==> src/rtl/uart_rx_ctrl.sv <==
// uart_rx_ctrl
//   Bus-facing controller between the UART receiver datapath and the
//   memory-mapped peripheral bus. It qualifies received bytes, buffers them
//   in a small FIFO, keeps sticky framing/overrun flags, and exposes
//   DATA/STATUS/CTRL registers plus a level interrupt.
//
// Ports
//   clk        system clock, all logic on posedge
//   rst_n      asynchronous active-low reset
//   rx_valid   1-cycle strobe: receiver finished a frame
//   rx_data    received byte, valid with rx_valid
//   rx_stop    sampled stop bit (0 = framing error), valid with rx_valid
//   bus_sel    register access this cycle
//   bus_we     1 = write, 0 = read
//   bus_addr   word index: 0 DATA, 1 STATUS, 2 CTRL, 3 reserved
//   bus_wdata  write data
//   bus_rdata  registered read data (holds when there is no read)
//   irq        registered level interrupt
module uart_rx_ctrl #(
  parameter int FIFO_DEPTH = 8
) (
  input  logic        clk,
  input  logic        rst_n,
  input  logic        rx_valid,
  input  logic [7:0]  rx_data,
  input  logic        rx_stop,
  input  logic        bus_sel,
  input  logic        bus_we,
  input  logic [1:0]  bus_addr,
  input  logic [31:0] bus_wdata,
  output logic [31:0] bus_rdata,
  output logic        irq
);

  localparam int CNT_W = $clog2(FIFO_DEPTH) + 1;
  localparam int PTR_W = $clog2(FIFO_DEPTH);

  localparam logic [1:0] ADDR_DATA   = 2'd0;
  localparam logic [1:0] ADDR_STATUS = 2'd1;
  localparam logic [1:0] ADDR_CTRL   = 2'd2;

  // Storage carries no reset so it maps onto plain RAM; emptiness is
  // defined purely by the pointers and count.
  logic [7:0]       mem [FIFO_DEPTH];

  logic [PTR_W-1:0] wptr_reg, wptr_next;
  logic [PTR_W-1:0] rptr_reg, rptr_next;
  logic [CNT_W-1:0] count_reg, count_next;
  logic             rx_en_reg, rx_en_next;
  logic             irq_en_reg, irq_en_next;
  logic             ovr_reg, ovr_next;
  logic             ferr_reg, ferr_next;
  logic [31:0]      rdata_next;
  logic             irq_next;

  logic rd_acc, wr_acc;
  logic data_rd, status_wr, ctrl_wr;
  logic not_empty, full;
  logic flush, rx_take, push, pop, ovr_set, ferr_set;
  logic [31:0] status_word;

  // ---------------------------------------------------------------------
  // Access decode and event qualification
  // ---------------------------------------------------------------------
  always_comb begin
    rd_acc    = bus_sel & ~bus_we;
    wr_acc    = bus_sel & bus_we;
    data_rd   = rd_acc & (bus_addr == ADDR_DATA);
    status_wr = wr_acc & (bus_addr == ADDR_STATUS);
    ctrl_wr   = wr_acc & (bus_addr == ADDR_CTRL);

    not_empty = (count_reg != '0);
    full      = (count_reg == CNT_W'(FIFO_DEPTH));

    // Disabling the receiver empties the FIFO; a strobe landing in that
    // same cycle is dropped rather than surviving the flush.
    flush     = ctrl_wr & rx_en_reg & ~bus_wdata[0];
    rx_take   = rx_valid & rx_en_reg & ~flush;

    pop       = data_rd & not_empty;
    ferr_set  = rx_take & ~rx_stop;
    // A pop in the same cycle frees a slot, so a full FIFO still accepts.
    push      = rx_take & rx_stop & (~full | pop);
    ovr_set   = rx_take & rx_stop & full & ~pop;
  end

  // ---------------------------------------------------------------------
  // Next-state computation
  // ---------------------------------------------------------------------
  always_comb begin
    wptr_next   = wptr_reg;
    rptr_next   = rptr_reg;
    count_next  = count_reg;
    rx_en_next  = rx_en_reg;
    irq_en_next = irq_en_reg;

    if (flush) begin
      wptr_next  = '0;
      rptr_next  = '0;
      count_next = '0;
    end else begin
      // Depth is a power of two, so pointer overflow is the wrap.
      if (push) wptr_next = wptr_reg + PTR_W'(1);
      if (pop)  rptr_next = rptr_reg + PTR_W'(1);
      count_next = count_reg + CNT_W'(push) - CNT_W'(pop);
    end

    if (ctrl_wr) begin
      rx_en_next  = bus_wdata[0];
      irq_en_next = bus_wdata[1];
    end

    // W1C clear first, then OR in the set so a coincident event wins.
    ovr_next  = (ovr_reg  & ~(status_wr & bus_wdata[2])) | ovr_set;
    ferr_next = (ferr_reg & ~(status_wr & bus_wdata[3])) | ferr_set;

    irq_next  = irq_en_next & ((count_next != '0) | ovr_next | ferr_next);
  end

  // STATUS reflects the state before this cycle's updates.
  always_comb begin
    status_word              = '0;
    status_word[0]           = not_empty;
    status_word[1]           = full;
    status_word[2]           = ovr_reg;
    status_word[3]           = ferr_reg;
    status_word[8 +: CNT_W]  = count_reg;
  end

  always_comb begin
    rdata_next = bus_rdata;
    if (rd_acc) begin
      case (bus_addr)
        ADDR_DATA:   rdata_next = pop ? {23'b0, 1'b1, mem[rptr_reg]} : 32'h0;
        ADDR_STATUS: rdata_next = status_word;
        ADDR_CTRL:   rdata_next = {30'b0, irq_en_reg, rx_en_reg};
        default:     rdata_next = 32'h0;
      endcase
    end
  end

  // ---------------------------------------------------------------------
  // State registers
  // ---------------------------------------------------------------------
  always_ff @(posedge clk) begin
    if (push) mem[wptr_reg] <= rx_data;
  end

  always_ff @(posedge clk or negedge rst_n) begin
    if (!rst_n) begin
      wptr_reg   <= '0;
      rptr_reg   <= '0;
      count_reg  <= '0;
      rx_en_reg  <= 1'b0;
      irq_en_reg <= 1'b0;
      ovr_reg    <= 1'b0;
      ferr_reg   <= 1'b0;
      bus_rdata  <= '0;
      irq        <= 1'b0;
    end else begin
      wptr_reg   <= wptr_next;
      rptr_reg   <= rptr_next;
      count_reg  <= count_next;
      rx_en_reg  <= rx_en_next;
      irq_en_reg <= irq_en_next;
      ovr_reg    <= ovr_next;
      ferr_reg   <= ferr_next;
      bus_rdata  <= rdata_next;
      irq        <= irq_next;
    end
  end

endmodule

==> config.mk <==
export PLATFORM = sky130hd
export DESIGN_NAME = uart_rx_ctrl
export DESIGN_NICKNAME = d
export VERILOG_FILES = /design/src/rtl/uart_rx_ctrl.sv
export SDC_FILE = /design/constraint.sdc
export NUM_CORES = 1
export LEC_CHECK = 0
export CORE_MARGIN = 2
export CORE_UTILIZATION = 25
export DETAILED_ROUTE_END_ITERATION = 7
export DONT_BUFFER_PORTS = 1
export PLACE_DENSITY_LB_ADDON = 0.08
export SETUP_SLACK_MARGIN = 0.1
export SYNTH_ARGS = -nofsm -noshare
export SYNTH_HDL_FRONTEND = slang
export SYNTH_SLANG_ARGS = --single-unit
==> constraint.sdc <==
create_clock -name clk -period 6.7 [get_ports clk]
set_input_delay 2.01 -clock clk [delete_from_list [all_inputs] [get_ports clk]]
set_output_delay 2.01 -clock clk [all_outputs]
set_load 0.005 [all_outputs]
After elaboration in Yosys (flattened, before gate mapping) --
Memory sizes are Yosys's and may differ from the RTL's. Index checks and enable logic that the tools add are counted.
Operators by class: eq/ne operators 3, mux-type cells 10, add/subtract/negate cells 4, reductions and logical operators 5, bitwise logic cells 33
Operators by type and width (count):
- $pmux 12 s3 | 1
- $and 1x1->1 | 20
- $mux 3 | 4
- $mux 9 | 1
- $not 1->1 | 8
- $reduce_bool 4->1 | 2
- $add 3x1->3 const B | 2
- $or 1x1->1 | 5
- $add 4x1->4 | 1
- $eq 4x4->1 const B | 1
- $mux 4 | 1
- $reduce_bool 2->1 | 2
- $sub 4x1->4 | 1
- $mux 1 | 3
- $eq 2x1->1 const B | 1
- $eq 2x2->1 const B | 1
- $logic_not 2->1 | 1
Storage, ports and cells: memory bits (writable) 64, memories kept 1, logic and storage cells 65, output and inout bits 33, register bits 47
Memories:
- mem | words 8, bits a word 8, rd ports 1, clocked after Yosys merged registers in 0, wr ports 1, RTL line 44 | logic [7:0] mem [FIFO_DEPTH];

Longest topological paths before layout --
Gate-level depths: netlist (run 1).
depth in word-level cells 15, mapped depth 13

Least setup slack after synthesis (run 1) --
Ideal clock, no wire load.
kind input to register, from input port bus_addr[0], to register irq, stages 12, path slack 2.160 ns, setup time 0.140 ns, arrival time 4.400 ns, path through buf_6 > or4b_4 > o21ai_0 > nand2_1 > ha_1 > inv_1 > ha_1 > fa_1 > xnor2_1 > and3_1 > a2bb2oi_1 > a41oi_1
On the way: word-level cells in the longest chain between the ends 15, elaborated cells between the ends (all ways) 34
RTL lines:
- start, declared | RTL line 29 | input logic [1:0] bus_addr,
- $eq 2x2->1 | RTL line 70 | ctrl_wr = wr_acc & (bus_addr == ADDR_CTRL);
- $and 1x1->1 | RTL line 70
- $and 1x1->1 (2 in a row) | RTL line 77 | flush = ctrl_wr & rx_en_reg & ~bus_wdata[0];
- $not 1->1 | RTL line 78 | rx_take = rx_valid & rx_en_reg & ~flush;
- $and 1x1->1 | RTL line 78
- $and 1x1->1 | RTL line 83, 84
- $and 1x1->1 | RTL line 83 | push = rx_take & rx_stop & (~full | pop);
- $add 4x1->4 | RTL line 105 | count_next = count_reg + CNT_W'(push) - CNT_W'(pop);
- $sub 4x1->4 | RTL line 105
- $mux 4 | RTL line 97 | if (flush) begin
- $reduce_bool 4->1 | RTL line 117 | irq_next = irq_en_next & ((count_next != '0) | ovr_next | ferr_next);
- $or 1x1->1 (2 in a row) | RTL line 117
- $and 1x1->1 (*) | RTL line 117
- net irq_next | RTL line 54 | logic irq_next;
- end signal, assigned | RTL line 169 | irq <= irq_next;
- end, declared | RTL line 32 | output logic irq
The timed path passes the listed nets; every way through them passes the cells marked *. A chain may end at the register's enable or synchronous reset.

Final worst setup path (run 1) --
from input port bus_we, to register irq
On the way: word-level cells in the longest chain between the ends 15, elaborated cells between the ends (all ways) 34
RTL lines:
- start, declared | RTL line 28 | input logic bus_we,
- $and 1x1->1 | RTL line 67 | wr_acc = bus_sel & bus_we;
- $and 1x1->1 | RTL line 70
- $and 1x1->1 (2 in a row) | RTL line 77
- $not 1->1 | RTL line 78
- $and 1x1->1 | RTL line 78
- $and 1x1->1 | RTL line 83, 84
- $and 1x1->1 | RTL line 83
- $add 4x1->4 | RTL line 105
- $sub 4x1->4 | RTL line 105
- $mux 4 | RTL line 97
- $reduce_bool 4->1 | RTL line 117
- $or 1x1->1 (2 in a row) | RTL line 117
- $and 1x1->1 (*) | RTL line 117
- net irq_next | RTL line 54
Marked as above.

==> run summary, run 1 <==
The final clock period utilization by the worst path is 66.2%. By area the synthesized netlist is led by edfxtp_1, dfrtp_1, mux4_2. The total number of cells along the worst setup path came out at 11.

The count of cells along the worst register-to-register path came out at 13. Port buffering added 0 buffers. In this run the number of H-tree levels came out at 3. Setup repair after global routing left no endpoint under its margin.

For this block, the routed nets add up to 9290 um of wire. The largest voltage drop on the vdd net came out at 0.140 mV. The per-cell via count in the routed design came out at 4.33. The most used flip-flop cell after synthesis is edfxtp_1. Summing every instance area after synthesis gives 3990 um^2. The max-slew violation count came to 0. The vias after detailed routing is 2115. The die outline width came out at 130 um.

After detailed routing, the average wire length per cell comes to 19.0 um. The quantity of hold-fixing buffers added after cts is 0. The quantity of gates resized following cts is 0. The number of antenna-violating nets in the routed design came out at 0.

The total leakage power is 1.61 nW. Counting instances in the post-synthesis netlist gives the leading cell types as edfxtp_1, dfrtp_1, buf_4. The synthesis-to-finish area growth is 13.3%. The share of the synthesized area in the top cell type came out at 48.1%.

Setup violations remaining at the end of the flow were counted as 0. The residual DRC count came out at 0. The most numerous cell in the Yosys netlist is edfxtp_1. A synthesized cell averages 15.3 um^2. Row generation in the floorplan step produced 46 rows. The flip-flop count of the largest register after layout came out at 64. The total power density per cell area is 378 nW/um^2. The critical path in this run is classified as in2reg. The count of warnings emitted by yosys is 0. The clock tree from TritonCTS is yes. Clock tree synthesis found a total of 91 sinks.

The data required time at the worst endpoint is 6.90 ns. At the worst endpoint, the arrival time is 4.64 ns. The post-layout minimum cycle time is 4.44 ns. The post-synthesis instance total is 261. The overall track demand over capacity in global routing is 11.8%. Traced cell by cell, the critical path runs through or4b_4, o21ai_0, nand2_1, ha_1, inv_1, ha_1, fa_1, xnor2_1, and3_1, a2bb2oi_1, a41oi_1. The largest stage delay on the critical path came out at 0.56 ns. The async set-reset flop share out of synthesis came out at 29.7%. The number of DRC markers in iteration 0 is 114.

The slowest cell on the critical path is or4b_4. The first-pass GRT wire length is 14200 um. The clock transition at the register clock pins on the worst setup and hold paths after CTS came out at 0.07 ns.

The tree is rooted in a clkbuf_16. Counting both buffers and inverters, the worst setup path holds a total of 1. Max-cap violations in this run came to 0. Static timing analysis puts the maximum clock frequency at 225 MHz. At the end of routability-driven placement, the weighted congestion stood at 0.660. The total number of nets in the final design came out at 324.

The number of filler instances in the final layout came out at 1634. The via count of the first global-routing pass came out at 2278. The distinct cell type count of the synthesized netlist came out at 43. The maximum number of pins on one net before global-route repair came out at 28.

Clock skew on the completed layout was measured at 0.00892 ns. Post-CTS timing repair inserted 0 buffers for setup. The layout cell share with drive strength beyond 1 is 15.4%.

The clock passes through at most 2 buffers. In this run the count of I/O pins placed on the die edge is 81. The worst-case hold slack is 0.511 ns. The die covers 17000 um^2. The synthesized design spends more area on one cell type than any other, namely edfxtp_1.

The number of antenna violations at the first check in global routing is 0. In this run the worst path has a maximum fanout of 6. After legalization and detailed placement, the total HPWL measured 6210 um. The total overflow left after global routing is 0.

The worst hold path cell count came out at 2. The number of clock buffers added by TritonCTS is 9. In this design, the largest share of critical-path delay is due to adder cells. For this run, the register share of the synthesized area comes to 65.1%. Measured against its own limit, the worst slew margin works out to 24.4%.

The synthesized design contains 64 enable-type register cells. The vertical extent of the die is 130 um. The core area came out at 15800 um^2. The sort of element at the start of the critical path is a primary input. The initial core utilization is 25.3%.

The endpoint class of the critical path is a register. By instance count, the cell type seen most on the critical path is ha_1. The synthesized design contains 91 register bits. The later pin in the worst-skew pair is clocked with a latency of 0.34 ns. The pre-antenna-repair detailed-routing pass consisted of 4 iterations.

The transition time of the tightest slew-check pin is 1.13 ns. The summed negative setup slack over all endpoints came out at 0 ns. The number of antenna diodes in the final layout is 0. In this run the worst hold path is classified as reg2reg. The flow ran to the end, and the final reports show no timing, DRC or antenna violations. The final hold violation count was 0.
-- final cells by class --
| class | instances | area [um^2] | area share [%] |
|---|---|---|---|
| multi-input cells | 151 | 1240 | 27.5 |
| inverters | 10 | 37.5 | 0.830 |
| clock buffers | 9 | 225 | 4.98 |
| clock inverters | 7 | 120 | 2.65 |
| flip-flops and latches | 91 | 2600 | 57.4 |
| well taps | 216 | 270 | 5.97 |
| repair buffers | 4 | 30.0 | 0.664 |
-- power breakdown --
group | internal (mW) | switching (mW) | total [mW] | leakage [nW]
combinational | 0.191 | 0.169 | 0.359 | 0.529
clock | 0.368 | 0.225 | 0.592 | 0.168
sequential | 0.667 | 0.0929 | 0.759 | 0.915
-- cell usage in the layout, fill, tap and decap left out, types with 5 or more instances in the layout --
master,n
ha_1,8
nor2_1,14
clkbuf_16,9
a21oi_1,7
nand2_1,13
dfrtp_1,27
conb_1,20
mux4_2,16
mux2i_1,7
o21ai_0,12
inv_1,10
edfxtp_1,64
nor2b_1,5
-- worst paths after layout --
check	startpoint	slack, ns	to
hold reg to reg	bus_rdata[7]$_DFFE_PN0N_	0.51	bus_rdata[7]$_DFFE_PN0N_
setup reg to reg	count_reg[2]$_DFF_PN0_	3.27	irq$_DFF_PN0_
hold / removal	bus_rdata[7]$_DFFE_PN0N_	0.51	bus_rdata[7]$_DFFE_PN0N_
min in group asynchronous	rst_n	1.35	rptr_reg[0]$_DFFE_PN0P_
max in group asynchronous	rst_n	5.26	bus_rdata[4]$_DFFE_PN0N_
setup / recovery	bus_we	2.26	irq$_DFF_PN0_
-- cell families (layout without fill, tap and decap cells) --
group | after synthesis | count (layout) | share of synthesized area (%)
xor gates and xnor gates | 3 | 3 | 0.658
muxes | 26 | 26 | 11.6
other | 1 | 20 | 0.0939
and+or+nand+nor | 57 | 57 | 7.55
DFF | 91 | 91 | 65.1
buffers and inverters | 38 | 30 | 5.70
adders and majority gates | 9 | 9 | 3.01
AOI/OAI and AO/OA | 36 | 36 | 6.30
-- through the flow --
step	utilization (%)	setup WS (ns)	power, mW	cell area, um^2	std cells
after floorplan	-	2.16	1.04	4060	280
after global placement	26.5	1.83	1.14	4180	472
after detailed placement	26.5	1.84	1.15	4180	472
after CTS	28.7	2.20	1.74	4520	488
after global routing	28.7	2.01	1.82	4520	488
final	28.7	2.26	1.71	4520	488
-- worst min-delay path, stage by stage, from the launching register on --
cell	delay, ns
dfrtp_1	0.36
nand2_1	0.05
o21ai_0	0.06
-- metal layers --
metal  up-vias  part of all wire (%)  GRT usage, %
li1        962                     -             -
met1      1090                    45          15.1
met2        49                    49          19.2
met3        14                   4.8          2.93
met4         0                   1.8          5.32
met5         -                     0             0
No activity file was read; power rests on OpenSTA's default activity.
==> run 2: changes to the inputs <==
Clock period 6.7 ns to 4.1 ns, I/O delays scaled along.
==> run 2 against run 1 <==
Compared with the run above: die area is the same; combinational power grew 61%; routed wire length shrank 3.0%; final area grew 0.33%; global-route usage shrank 0.14 points; via count shrank 2.1%; register-to-register slack lost 2.4 ns; critical endpoint unchanged.
==> run summary, run 2 (synthesis results as in run 1) <==
For the finished layout, the period the worst path requires is 3.58 ns. By instance count, the cell type seen most on the critical path is ha_1. The number of antenna-violating nets in the routed design is 0 (unchanged). The number of top-level pins was 81 (unchanged). The maximum operating frequency is 280 MHz.

The vertical extent of the die came out at 130 um (unchanged). The total number of nets in the final design came out at 333 (+2.8%). The overall die area came out at 17000 um^2 (unchanged). The count of cells along the worst register-to-register path is 13 (unchanged). The total number of cells along the worst setup path came out at 11 (unchanged). The quantity of gates resized following cts came to 0 (unchanged).

The clock transition at the register clock pins on the worst setup and hold paths after CTS was 0.06 ns (about the same). The post-CTS setup buffer count came out at 0 (unchanged). The maximum fanout along the worst path is 6 (unchanged). The final number of setup-violating endpoints came out at 0 (unchanged). The flip-flop count of the largest register after layout came out at 64 (unchanged). The largest voltage drop on the vdd net is 0.240 mV (+72%).

The layout cell share with drive strength beyond 1 came out at 17.4% (+2.0 points). The worst clock skew came out at 0.00381 ns (-0.00511 ns). The classification of the worst-slack hold path is reg2reg.

The total leakage power came to 1.63 nW (+1.2%). The placed wire-length estimate is 5980 um (-3.8%). The number of antenna violations at the first check in global routing was 0 (unchanged). The setup path with the least slack is of type in2reg. The clock latency on the worst-skew pair came out at 0.34 ns (about the same). The post-layout total power was 2.67 mW (+56%).

The sort of element at the start of the critical path is a primary input. STA classifies the critical path endpoint as a register. The total power density per cell area came out at 587 nW/um^2 (+55%). The slowest cell on the critical path is or4b_4. The final clock period utilization by the worst path is 87.2%.

The library cell used most frequently in the layout, excluding fill and tap cells, is edfxtp_1. The largest stage delay on the critical path is 0.55 ns (about the same). The final weighted congestion in routability-driven placement was 0.686 (+3.9%).

The overflow left after global routing came out at 0 (unchanged). Setup repair after global routing left no endpoint under its margin. The max-slew violation count was 0 (unchanged). The vias after detailed routing is 2071 (-2.1%). The clock tree from TritonCTS is yes. The critical path data arrival time is 3.77 ns (-0.87 ns). The quantity of hold-fixing buffers added after cts is 0 (unchanged). The number of antenna repair diodes is 0 (unchanged). The area taken by flip-flops and latches came out at 2600 um^2 (unchanged). The via count of the first global-routing pass came out at 2205 (-3.2%). The routed wirelength normalized by instance count is 18.1 um (-4.7%). Walking the worst path, the cells encountered are or4b_4, o21ai_0, nand2_1, ha_1, inv_1, ha_1, fa_1, xnor2_1, and3_1, a2bb2oi_1, a41oi_1. The number of filler instances in the final layout was 1623 (-0.67%). The residual DRC count came out at 0 (unchanged).

The run finished with clean final reports. The cell type group with the largest total delay on the critical path is adder cells. The synthesis-to-finish area growth came out at 13.7%.

The footprint of the multi-input gates was 1240 um^2 (-0.40%). The number of buffers added on ports is 0 (unchanged). The overall track demand over capacity in global routing came to 11.7% (-0.14 points). The worst hold path cell count came out at 2 (unchanged). The first-pass GRT wire length is 14000 um (-1.4%). The root cell of the clock tree is clkbuf_16. The transition time of the tightest slew-check pin came out at 0.892 ns (-0.237 ns).

The worst slew margin relative to its limit is 40.5% (+16 points). The number of DRC markers in iteration 0 came out at 148 (+30%). The total detailed-routing wirelength came out at 9020 um (-3.0%). The number of buffers between clock root and the deepest sink is 2 (unchanged).

The summed negative setup slack over all endpoints is 0 ns (unchanged). The total CTS buffers is 9 (unchanged). The top cell types in the final layout, fill and taps aside, are edfxtp_1, dfrtp_1, conb_1. The number of core rows was 46 (unchanged). The final hold violation count is 0 (unchanged).

The CTS H-tree depth came out at 3 (unchanged). The maximum number of pins on one net before global-route repair was 28 (unchanged). The number of violations of the max-capacitance limit came out at 0 (unchanged).

The clock sink count is 91 (unchanged). The data required time at the worst endpoint is 4.30 ns (-2.60 ns). The iteration count of the initial detailed-routing pass came to 4 (unchanged).

The initial core utilization is 25.3% (unchanged). The number of buffers and inverters on the critical path came out at 1 (unchanged). The die outline width is 130 um (unchanged). The per-cell via count in the routed design was 4.17 (-3.9%). The core area came out at 15800 um^2 (unchanged).
run 2: cell types whose count changed in the layout (fill, tap and decap cells not counted):
cell,change
nor3b_1,+1
nor3b_2,-1
clkinv_4,+1
clkinv_2,+1
buf_4,+9
clkinv_1,-1
clkinvlp_4,+1
clkbuf_1,+2
clkbuf_8,+1
bufinv_16,-2
inv_6,-3
run 2: per-stage QoR:
step / utilization [%] / area, um^2 / hold slack (ns) / setup slack, ns / cells
after floorplan: - / 4060 / 0.464 / 0.340 / 280
after global placement: 26.9 / 4240 / 0.513 / 0.0888 / 481
after detailed placement: 26.9 / 4240 / 0.505 / 0.129 / 481
after CTS: 28.8 / 4540 / 0.520 / 0.484 / 497
after global routing: 28.8 / 4540 / 0.551 / 0.352 / 497
final: 28.8 / 4540 / 0.513 / 0.524 / 497
run 2: final cells by class:
type	instances	area share, %
tap	216	5.95
clock inverter	4	1.13
sequential	91	57.2
inverter	10	0.827
timing repair buffer	13	2.15
multi-input combinational	151	27.3
clock buffer	12	5.43
run 2: where the power goes:
group	leakage, nW	switching, mW	internal, mW	total, mW
clock network	0.143	0.345	0.490	0.835
logic	0.573	0.260	0.318	0.578
registers	0.915	0.164	1.09	1.25
run 2: worst register-to-register path: cells and delay by family, from the launching register on:
family,cells,cell delay [ns]
AO/OA/AOI/OAI,3,0.57
AND/OR/NAND/NOR,4,0.93
flip-flops,1,0.40
adder cells (fa/ha/maj),4,1.02
buffers and inverters,2,0.17
run 2: path summary, 6_finish.rpt:
kind / from / end / slack [ns]
setup / recovery: bus_we / irq$_DFF_PN0_ / 0.52
hold / removal: bus_rdata[8]$_DFFE_PN0N_ / bus_rdata[8]$_DFFE_PN0N_ / 0.51
setup reg to reg: count_reg[2]$_DFF_PN0_ / irq$_DFF_PN0_ / 0.86
hold reg to reg: bus_rdata[8]$_DFFE_PN0N_ / bus_rdata[8]$_DFFE_PN0N_ / 0.51
max in group asynchronous: rst_n / bus_rdata[0]$_DFFE_PN0N_ / 3.44
min in group asynchronous: rst_n / count_reg[1]$_DFF_PN0_ / 0.58
run 2: routing by layer:
layer  global-route usage [%]  part of all wire, %
met1                     14.5                   44
met4                     4.32                  1.6
met2                     19.2                   49
met5                        0                    0
met3                     3.79                  5.1
==> run 3: changes to the inputs <==
Settings changed: CTS_CLUSTER_SIZE set to 30, GPL_ROUTABILITY_DRIVEN set to 1.
Clock period 4.1 ns to 4.45 ns, I/O delays scaled along.
==> run 3 against run 2 <==
Compared with the run above: global-route usage up 0.096 points; clock skew up 0.0045 ns; sequential power down 6%; critical path type unchanged; sequential cell count unchanged; count of clock-buffer cells in the layout down 1; via count up 2.5%.
==> run summary, run 3 (synthesis results as in run 1) <==
In the layout the commonest cells are edfxtp_1, dfrtp_1, conb_1. The number of top-level pins is 81 (unchanged). The quantity of hold-fixing buffers added after cts is 0 (unchanged). The residual DRC count came out at 0 (unchanged).

The total CTS buffers is 9 (unchanged). The setup slack at placement came to 0.371 ns (+0.241 ns). The maximum operating frequency is 269 MHz. The via count of the first global-routing pass came out at 2283 (+3.5%).

The total leakage power was 1.63 nW (about the same). The flow ran to the end, and the final reports show no timing, DRC or antenna violations. The layout cell share with drive strength beyond 1 was 17.4% (unchanged). The synthesis-to-finish area growth came out at 13.6% (about the same). The clock tree from TritonCTS is yes. The final number of setup-violating endpoints is 0 (unchanged). The least setup slack across all paths after layout came out at 0.729 ns (+0.204 ns).

The maximum number of pins on one net before global-route repair is 28 (unchanged). The post-layout total power is 2.46 mW (-7.8%). The vias after detailed routing came out at 2123 (+2.5%). The number of antenna-violating nets in the routed design is 0 (unchanged). The overall track demand over capacity in global routing is 11.8% (+0.096 points). The root buffer cell chosen for the clock tree is clkbuf_16. The number of violations of the max-capacitance limit was 0 (unchanged).

The per-cell via count in the routed design came out at 4.27 (+2.5%). The endpoint class of the critical path is a register. The number of core rows is 46 (unchanged). The summed negative setup slack over all endpoints is 0 ns (unchanged). The worst slew margin relative to its limit came out at 36.6% (-3.9 points). The number of buffers added on ports is 0 (unchanged). The clock transition at the register clock pins on the worst setup and hold paths after CTS came out at 0.07 ns (about the same).

The final clock period utilization by the worst path is 83.6%. The number of antenna violations at the first check in global routing is 0 (unchanged). The number of DRC markers in iteration 0 came to 112 (-24%). The critical path data arrival time is 3.92 ns (+0.15 ns). The core area came to 15800 um^2 (unchanged). Setup repair after global routing left no endpoint under its margin. The classification of the worst-slack hold path is reg2reg. The worst clock skew came out at 0.00835 ns (+0.00454 ns). The number of antenna repair diodes is 0 (unchanged). The smallest clock period supported by the final layout is computed as 3.72 ns. The final hold violation count came out at 0 (unchanged).

The number of filler instances in the final layout is 1605 (-1.1%). The maximum fanout along the worst path is 6 (unchanged). The transition time of the tightest slew-check pin came out at 0.951 ns (+0.0589 ns). The quantity of gates resized following cts is 0 (unchanged). The largest voltage drop on the vdd net is 0.181 mV (-24%). The initial core utilization came out at 25.3% (unchanged).

The clock sink count is 91 (unchanged). The placed wire-length estimate came out at 6140 um (+2.7%). The most common library cell in the layout ignoring fill and taps is edfxtp_1. The iteration count of the initial detailed-routing pass is 4 (unchanged). The vertical extent of the die is 130 um (unchanged). The die outline width is 130 um (unchanged). The overall die area is 17000 um^2 (unchanged). The clock latency on the worst-skew pair was 0.34 ns (about the same). The post-CTS setup buffer count is 0 (unchanged).

The flip-flop count of the largest register after layout came out at 64 (unchanged). The routed wirelength normalized by instance count is 18.4 um (+1.3%). The CTS H-tree depth is 3 (unchanged). The first-pass GRT wire length came out at 14000 um (about the same). The overflow left after global routing was 0 (unchanged). The utilization after layout came out at 28.8% (about the same). The data required time at the worst endpoint came out at 4.64 ns (+0.34 ns).

The total power density per cell area came out at 542 nW/um^2 (-7.8%). The total number of nets in the final design came out at 333 (unchanged). The number of buffers between clock root and the deepest sink came out at 2 (unchanged). The max-slew violation count is 0 (unchanged). The critical path in this run is classified as in2reg.

The sort of element at the start of the critical path is a primary input. The total detailed-routing wirelength came to 9130 um (+1.3%). The final weighted congestion in routability-driven placement is 0.668 (-2.7%).
run 3: layout make-up:
cell class	instances	area, um^2	area share [%]
clock buffers	11	233	5.13
clock inverters	5	62.6	1.38
well taps	216	270	5.96
multi-input cells	151	1240	27.3
flip-flops and latches	91	2600	57.3
repair buffers	13	97.6	2.15
inverters	10	37.5	0.827
run 3: final timing paths:
check	startpoint	end	slack, ns	depth (start not counted)
max in group asynchronous	rst_n	ovr_reg$_DFF_PN0_	3.69	0
min in group asynchronous	rst_n	count_reg[1]$_DFF_PN0_	0.68	0
worst max-delay path	bus_we	irq$_DFF_PN0_	0.73	11
worst max register to register	count_reg[2]$_DFF_PN0_	irq$_DFF_PN0_	1.15	13
worst min-delay path	bus_rdata[7]$_DFFE_PN0N_	bus_rdata[7]$_DFFE_PN0N_	0.52	2
worst min register to register	bus_rdata[7]$_DFFE_PN0N_	bus_rdata[7]$_DFFE_PN0N_	0.52	2
run 3: critical path, cell delays in order:
cell and delay, ns:
or4b_4 0.56, o21ai_0 0.29, nand2_1 0.11, ha_1 0.29, inv_1 0.04, ha_1 0.20
fa_1 0.38, xnor2_1 0.22, and3_1 0.19, a2bb2oi_1 0.15, a41oi_1 0.15
run 3: layer usage:
layer  up-vias  part of all wire (%)  GRT usage, %
li1        978                     -             -
met1      1084                    46          14.7
met2        51                    48          19.5
met3        10                   5.0          3.26
met4         0                   1.8          4.88
met5         -                     0             0
run 3: through the flow:
stage          cells  hold slack [ns]  instance area, um^2
5_1_grt          497            0.556                 4540
3_5_place_dp     481            0.511                 4240
2_1_floorplan    280            0.464                 4060
3_3_place_gp     481            0.509                 4240
4_1_cts          497            0.527                 4540
6_report         497            0.517                 4540
run 3: power by group:
| part | total (mW) | internal (mW) | switching [mW] | leakage (nW) |
|---|---|---|---|---|
| Combinational | 0.518 | 0.293 | 0.225 | 0.573 |
| Clock | 0.771 | 0.441 | 0.330 | 0.142 |
| Sequential | 1.17 | 1.00 | 0.165 | 0.915 |
